===== src/rtl/spi_regfile_peripheral.sv =====
// SPI (CPHA=0) peripheral exposing NUM_REGS x DATA_W registers with write and read-back.
// SPI pins are oversampled in the clk domain; writes commit only on a well-formed frame.
module spi_regfile_peripheral #(
  parameter int SYNC     = 2,
  parameter int ADDR_W   = 7,
  parameter int DATA_W   = 8,
  parameter int NUM_REGS = 5,
  parameter int CPOL     = 0
) (
  input  logic                         clk,
  input  logic                         rst_n,
  input  logic                         nCS,
  input  logic                         SCLK,
  input  logic                         COPI,
  output logic                         cipo,
  output logic                         cipo_oe,
  output logic [NUM_REGS*DATA_W-1:0]   regs,
  output logic                         wr_strobe,
  output logic [ADDR_W-1:0]            wr_addr,
  output logic                         frame_err,
  output logic [7:0]                   err_count
);

  localparam int FRAME = 1 + ADDR_W + DATA_W;
  localparam int CNT_W = $clog2(FRAME + 1);
  localparam logic CPOL_B = (CPOL != 0);
  localparam logic [ADDR_W:0]  NUM_REGS_W = (ADDR_W+1)'(NUM_REGS);
  localparam logic [CNT_W-1:0] LAST_CMD   = CNT_W'(ADDR_W);
  localparam logic [CNT_W-1:0] LAST_DATA  = CNT_W'(FRAME - 1);

  typedef enum logic [1:0] {S_IDLE, S_CMD, S_DATA, S_DONE} state_t;

  state_t state, state_d;

  logic [SYNC:0]   ncs_sync;
  logic [SYNC:0]   sclk_sync;
  logic [SYNC-1:0] copi_sync;

  logic [CNT_W-1:0]  cnt;
  logic [ADDR_W:0]   cmd;
  logic [ADDR_W:0]   cmd_nxt;
  logic [DATA_W-1:0] data_sr;
  logic [DATA_W-1:0] shadow;
  logic [DATA_W-1:0] rd_val;
  logic              overrun;

  logic [DATA_W-1:0] mem [NUM_REGS];

  logic ncs_s, ncs_fall, ncs_rise;
  logic sclk_rise, sclk_fall, lead, trail, lead_v, trail_v, copi_s;
  logic rw;
  logic [ADDR_W-1:0] addr;
  logic addr_ok;

  // Synchroniser stage: the two oldest taps feed edge detection
  always_ff @(posedge clk or negedge rst_n) begin
    if (!rst_n) begin
      ncs_sync  <= '1;
      sclk_sync <= {(SYNC+1){CPOL_B}};
      copi_sync <= '0;
    end else begin
      ncs_sync  <= {ncs_sync[SYNC-1:0], nCS};
      sclk_sync <= {sclk_sync[SYNC-1:0], SCLK};
      copi_sync <= {copi_sync[SYNC-2:0], COPI};
    end
  end

  assign ncs_s     = ncs_sync[SYNC-1];
  assign ncs_fall  = ncs_sync[SYNC] & ~ncs_s;
  assign ncs_rise  = ~ncs_sync[SYNC] & ncs_s;
  assign sclk_rise = ~sclk_sync[SYNC] & sclk_sync[SYNC-1];
  assign sclk_fall = sclk_sync[SYNC] & ~sclk_sync[SYNC-1];
  assign lead      = CPOL_B ? sclk_fall : sclk_rise;
  assign trail     = CPOL_B ? sclk_rise : sclk_fall;
  assign copi_s    = copi_sync[SYNC-1];

  // A chip-select rise in the same cycle masks any SCLK edge
  assign lead_v  = lead  & ~ncs_s & ~ncs_rise;
  assign trail_v = trail & ~ncs_s & ~ncs_rise;

  assign cmd_nxt = (ADDR_W+1)'({cmd, copi_s});
  assign rw      = cmd[ADDR_W];
  assign addr    = cmd[ADDR_W-1:0];
  assign addr_ok = ({1'b0, addr} < NUM_REGS_W);
  assign cipo_oe = ~ncs_s;

  always_comb begin
    rd_val = '0;
    for (int i = 0; i < NUM_REGS; i++) begin
      if (cmd_nxt[ADDR_W-1:0] == ADDR_W'(i)) rd_val = mem[i];
    end
  end

  // Frame FSM
  always_ff @(posedge clk or negedge rst_n) begin
    if (!rst_n) state <= S_IDLE;
    else        state <= state_d;
  end

  always_comb begin
    state_d = state;
    if (ncs_rise) begin
      state_d = S_IDLE;
    end else begin
      case (state)
        S_IDLE: if (ncs_fall) state_d = S_CMD;
        S_CMD:  if (lead_v && cnt == LAST_CMD)  state_d = S_DATA;
        S_DATA: if (lead_v && cnt == LAST_DATA) state_d = S_DONE;
        S_DONE: state_d = S_DONE;
        default: state_d = S_IDLE;
      endcase
    end
  end

  // Shift/sample stage
  always_ff @(posedge clk or negedge rst_n) begin
    if (!rst_n) begin
      cnt     <= '0;
      cmd     <= '0;
      data_sr <= '0;
      shadow  <= '0;
      overrun <= 1'b0;
      cipo    <= 1'b0;
    end else begin
      if (state == S_IDLE && ncs_fall) begin
        cnt     <= '0;
        cmd     <= '0;
        data_sr <= '0;
        shadow  <= '0;
        overrun <= 1'b0;
      end else if (lead_v) begin
        case (state)
          S_CMD: begin
            cnt <= cnt + 1'b1;
            cmd <= cmd_nxt;
            if (cnt == LAST_CMD) shadow <= rd_val;
          end
          S_DATA: begin
            cnt     <= cnt + 1'b1;
            data_sr <= DATA_W'({data_sr, copi_s});
          end
          S_DONE:  overrun <= 1'b1;
          default: ;
        endcase
      end

      if (state == S_DATA && !rw) begin
        if (trail_v) begin
          cipo   <= shadow[DATA_W-1];
          shadow <= DATA_W'({shadow, 1'b0});
        end
      end else begin
        cipo <= 1'b0;
      end
    end
  end

  // Commit stage: resolve the frame on the chip-select rise
  always_ff @(posedge clk or negedge rst_n) begin
    if (!rst_n) begin
      for (int i = 0; i < NUM_REGS; i++) mem[i] <= '0;
      wr_strobe <= 1'b0;
      wr_addr   <= '0;
      frame_err <= 1'b0;
      err_count <= '0;
    end else begin
      wr_strobe <= 1'b0;
      frame_err <= 1'b0;
      if (ncs_rise) begin
        if (state == S_DONE && !overrun) begin
          if (rw && addr_ok) begin
            for (int i = 0; i < NUM_REGS; i++) begin
              if (addr == ADDR_W'(i)) mem[i] <= data_sr;
            end
            wr_strobe <= 1'b1;
            wr_addr   <= addr;
          end
        end else if (state != S_IDLE) begin
          frame_err <= 1'b1;
          if (err_count != 8'hFF) err_count <= err_count + 1'b1;
        end
      end
    end
  end

  for (genvar g = 0; g < NUM_REGS; g++) begin : g_regs
    assign regs[g*DATA_W +: DATA_W] = mem[g];
  end

endmodule


===== config.mk =====
export PLATFORM = sky130hd
export DESIGN_NAME = spi_regfile_peripheral
export DESIGN_NICKNAME = d
export VERILOG_FILES = /design/src/rtl/spi_regfile_peripheral.sv
export SDC_FILE = /design/constraint.sdc
export NUM_CORES = 1
export LEC_CHECK = 0
export ABC_AREA = 1
export BUFFER_PORTS_ARGS = -buffer_cell sky130_fd_sc_hd__buf_2
export CAP_MARGIN = 25
export CORE_MARGIN = 2
export CORE_UTILIZATION = 35
export CTS_CLUSTER_DIAMETER = 50
export DETAILED_ROUTE_END_ITERATION = 10
export PLACE_DENSITY_LB_ADDON = 0.2
export SETUP_SLACK_MARGIN = 0.05
export SYNTH_ARGS = -nofsm -noshare
export SYNTH_HDL_FRONTEND = slang
export SYNTH_SLANG_ARGS = --single-unit

===== constraint.sdc =====
create_clock -name clk -period 1.7 [get_ports clk]
set_input_delay 0.34 -clock clk [delete_from_list [all_inputs] [get_ports clk]]
set_output_delay 0.34 -clock clk [all_outputs]
set_load 0.005 [all_outputs]

; ---- Word-level counts from Yosys, hierarchy flattened
; Cells that the tools add are included.
[op_classes]
n_addsub = 2
order_cmp = 1
eq_ne = 18
muxes = 36
bitwise_logic = 14
n_reduce_logical = 30
[ops]
columns = cell, count
row1 = 8-bit two-way mux, 17
row2 = "7-bit by 2-bit equality test with 1-bit output, second input constant", 4
row3 = 4-bit AND reduction, 6
row4 = 5-bit two-way mux, 3
row5 = "7-bit by 1-bit equality test with 1-bit output, second input constant", 2
row6 = "7-bit by 3-bit equality test with 1-bit output, second input constant", 2
row7 = 7-bit zero test, 2
row8 = 2-bit nonzero test, 6
row9 = 1-bit two-way mux, 11
row10 = "3-bit inequality test, second input constant", 3
row11 = "8-bit by 1-bit adder with 8-bit output, second input constant", 1
row12 = 1-bit bitwise AND, 8
row13 = 2-bit two-way mux, 4
row14 = "8-bit inequality test, second input constant", 1
row15 = 2-bit case mux with 4 select lines, 1
row16 = 2-bit AND reduction, 4
row17 = "7-bit by 3-bit < comparator with 1-bit output, second input constant", 1
row18 = 1-bit logical AND, 6
row19 = 1-bit inverter, 6
row20 = 3-bit AND reduction, 2
row21 = "5-bit by 1-bit adder with 5-bit output, second input constant", 1
row22 = "5-bit by 3-bit equality test with 1-bit output, second input constant", 1
row23 = "5-bit by 4-bit equality test with 1-bit output, second input constant", 1
row24 = "2-bit equality test, second input constant", 2
row25 = other kinds (5), 6
[word_totals]
reg_bits = 98
out_inout_bits = 59
elab_cells = 120

; ---- Depth between registers and ports, before layout
[logic_depth]
word_depth = 12
ltp_mapped = 12
mapped_depth_nobuf = 12

; ---- Least setup slack after synthesis
; No wires, ideal clock.
[synth_path]
kind = reg2reg
from = reg ncs_sync[2]
to = reg cmd[0]
setup_ps = 143
arrival_ps = 1715
t_required_ps = 1557
path_slack_ps = -158
stages_incl_launch_ff = 9
path_buffers = 0
synth_period_minus_slack_ps = 1858
cell_sequence = dfstp_2 inv_1 ha_1 inv_2 nand2_1 nor2_2 inv_1 o21ai_0 o21ai_0
[synth_via]
elab_chain_len = 6
[synth_lines]
columns = element, line_no
row1 = start: declaration, 35  ; logic [SYNC:0] ncs_sync;
row2 = start signal: assignment, 62  ; ncs_sync <= {ncs_sync[SYNC-1:0], nCS};
row3 = 1-bit inverter, 70  ; assign ncs_rise = ~ncs_sync[SYNC] & ncs_s;
row4 = 1-bit bitwise AND, 70
row5 = 1-bit inverter, 78  ; assign lead_v = lead & ~ncs_s & ~ncs_rise;
row6 = 1-bit bitwise AND, 78
row7 = 2-bit nonzero test (no source line), -
row8 = 2-bit AND reduction (no source line), -
row9 = end signal: assignment, 135  ; cmd <= cmd_nxt;
row10 = end: declaration, 40  ; logic [ADDR_W:0] cmd;
; Parallel ways exist; a longest one is shown, timed or not.
; A chain may end at the register's enable or synchronous reset.

; ---- Worst setup path in the final report
[layout_path]
from = reg ncs_sync[1]
to = reg mem (netlist bit regs[10])
[layout_via]
elab_chain_len = 2
[layout_lines]
columns = element, line_no
row1 = 1-bit bitwise AND, 70
row2 = 4-bit AND reduction (no source line), -
row3 = end signal: indexed assignment, 173  ; if (addr == ADDR_W'(i)) mem[i] <= data_sr;
row4 = end: declaration, 47  ; logic [DATA_W-1:0] mem [NUM_REGS];
; No other way between the ends.

==> qor.yml <==
final_layout:
  fillers: 1290
  final_cell_mix: "nand2_1 (136), dfrtp_1 (95), inv_1 (65), buf_2 (62), nand3_1 (55)"
  fin_nets: 684
  stdcell_count: 849
  final_common_cell: "nand2_1"
  stdcell_area_mm2: 0.00637
  syn2layout_area_growth_pct: 36.2
  antenna_cells: 0
  drive_gt1_share_pct: 36.7
  finish.utilization_pct: 48.5
flow_run:
  maxCapViolCount: 0
logic_synthesis:
  synth.cell_area_mm2: 0.00468
  yosys_warnings: 0
  yosysTopAreaCellShare_pct: 50.8
  ys_ff_latch: 98
  synthCells: 550
  avgSynthCellArea_um2: 8.50
  yosysUniqueCellTypes: 36
  syn_nets: 566
  yosysSeqAreaShare_pct: 52.5
  synth_area_leaders: "dfrtp_1 (51%), nand2_1 (13%), nand3_1 (7.3%), inv_1 (5.7%), ha_1 (2.9%)"
  synth_top_area_cell: "dfrtp_1"
placed_design:
  placed_cell_area_mm2: 0.00556
  place_hpwl_mm: 9.00
  port_buffers: 63
  dp_cells: 820
  place.gp.congestion: 0.876
sta:
  fin_crit_sh_pct: 105
  hold_viol: 0
  tns_ns: -1.04
  slew_headroom_pct: 68.1
  fin_crit_ns: 1.78
  setup_ws_ns: -0.0790
  slew_viol_final: 0
  finalSetupViolCount: 21
  worst_pin_slew_ns: 0.477
  hold_ws_ns: 0.0820
  finalClockSkew_ns: 0.0121
  fmax_mhz: 562
  rsz0062_at_grt: "yes"
route:
  dr.pass1.iters: 7
  ant_nets: 0
  drc_errors: 0
  vias: 4188
  drt_iter0_markers: 178
  wl_per_cell_um: 15.6
  viasPerCell: 4.93
  wl_mm: 13.3
hold_path:
  hold_path.class: "input port to flop"
cts:
  clk_latency_ns: 0.36
  root_buffer: "clkbuf_16"
  cts.clk_slew.worst_paths_ns: 0.07
  cts_max_level: 3
  cts.sinks: 98
  cts_made_buffers: 9
  clock_path_buffers: 2
  cts_tree: "done"
global_route:
  grtUsageTotal_pct: 18.5
  gr-total-overflow: 0
  first_global_vias: 3927
  antenna_found_initial: 0
  grt_max_degree: 43
  grt_pass1_wl_mm: 20.4
die:
  row_count: 42
  fp.coreArea_mm2: 0.0131
  die_area_mm2: 0.0143
  fp.dieH_um: 120
  die_w_um: 120
  initial_core_util_pct: 35.6
  io-pin-count: 64
critical_path:
  critPathRequiredTime_ns: 1.94
  critPathMaxFanout: 8
  endpoint: "regs[10]$_DFFE_PN0P_"
  crit_type: "flop to flop"
  cp.arrival_ns: 2.02
  rr_worst_depth: 9
  r2r-start: "ncs_sync[1]$_DFF_PN1_"
  rr_endpoint: "regs[10]$_DFFE_PN0P_"
  endpoint_kind: "flop"
  rrSetupSlack_ns: -0.08
  crit_path_start: "ncs_sync[1]$_DFF_PN1_"
  cp-start-kind: "flop"
power:
  ir_drop_uv: 460
  leakage_nw: 3.48
  powerDensity_mw_per_mm2: 954
outcome:
  outcome: "finished, violations left"
  violations: "setup timing"
## worst max-delay path, stage by stage (launching register included)
cell and delay [ns]:
dfstp_2 0.58, ha_4 0.16, inv_4 0.05, nor4_4 0.15
nand2_2 0.12, nor2_4 0.22, nand2_4 0.11, buf_12 0.17
nand2_4 0.05, o21ai_2 0.05
## per-layer routing
layer | vias up | GRT usage (%) | wire length (um) | share of wire [%]
met2 | 115 | 28.1 | 6310 | 48
met3 | 26 | 3.42 | 740 | 5.6
met5 | - | 0 | 0 | 0
met4 | 0 | 9.12 | 348 | 2.6
li1 | 2008 | - | - | -
met1 | 2039 | 25.6 | 5860 | 44
## per-stage QoR
| stage | setup WS [ns] | total power [W] |
|---|---|---|
| finish | -0.0790 | 0.00607 |
| detailed placement | -0.103 | 0.00384 |
| global route | -0.156 | 0.00639 |
| CTS | -0.00469 | 0.00597 |
| floorplan | 0.0377 | 0.00330 |
| global placement | -0.0393 | 0.00381 |
## Yosys cell counts
master and instances:
nor4_4 2, o21ai_1 16, nor2_1 29, nand2_2 4
buf_6 3, xnor2_1 4, xor2_1 2, o211ai_1 1
nor4_1 2, clkinv_2 1, nor2_2 2, nor2_4 2
buf_1 2, or2_2 1, o31ai_1 2, nand4_1 2
nand2_4 2, ha_1 11, dfrtp_1 95, nand2_1 161
nand3_2 2, dfstp_2 3, nor4_2 1, o21bai_1 8
inv_1 71, nor3_2 1, clkbuf_1 2, o21ai_0 19
nor3_4 1, a21oi_1 5, o21ai_2 9, clkinv_1 1
buf_2 2, inv_2 6, o22ai_1 7, nand3_1 68
## logic make-up after synthesis
family,after synthesis,share of synthesized area [%]
simple gates,280,27.1
flops,98,52.5
buf+inv,88,7.62
compound gates,67,8.67
fa+ha+maj,11,2.94
xor+xnor,6,1.12
## where the power goes
| group | internal (W) | switching [W] | total, W |
|---|---|---|---|
| Clock | 0.00102 | 0.000974 | 0.00199 |
| Combinational | 0.000545 | 0.000877 | 0.00142 |
| Sequential | 0.00249 | 0.000172 | 0.00266 |
| Total | 0.00405 | 0.00202 | 0.00607 |
## registers in the layout (all words and copies together) (netlist names), 3 cells and up
| register | count |
|---|---|
| ncs_sync | 3 |
| wr_addr | 7 |
| cnt | 5 |
| err_count | 8 |
| shadow | 8 |
| data_sr | 8 |
| cmd | 8 |
| regs | 40 |
| sclk_sync | 3 |
## worst min-delay path by stage
stage / startpoint / endpoint / slack [ns] / depth (start not counted)
after floorplan: rst_n / cipo$_DFFE_PN0P_ / 0.04 / 0
after global routing: nCS / ncs_sync[0]$_DFF_PN1_ / 0.07 / 1
after global placement: rst_n / err_count[3]$_DFFE_PN0P_ / 0.29 / 1
after detailed placement: rst_n / err_count[4]$_DFFE_PN0P_ / 0.29 / 1
after CTS: nCS / ncs_sync[0]$_DFF_PN1_ / 0.07 / 1
final: nCS / ncs_sync[0]$_DFF_PN1_ / 0.08 / 1
## cell type report
class,instances,area [um^2],share of cell area (%)
Multi-Input combinational cell,367,2290,35.9
Clock inverter,7,57.6,0.904
Sequential cell,98,2460,38.6
Clock buffer,9,225,3.54
Timing Repair Buffer,113,818,12.8
Inverter,79,305,4.79
Tap cell,176,220,3.46
## what timing repair did
| action | in CTS | in global routing |
|---|---|---|
| hold buffers | 1 | 0 |
| pin swaps | 8 | 14 |
| setup endpoints to repair | 64 | 78 |
| hold endpoints to repair | 22 | 0 |
| gates cloned | 1 | 3 |
| setup buffers | 5 | 4 |
| resized for setup | 58 | 53 |
Power figures use the tool's default switching activity.
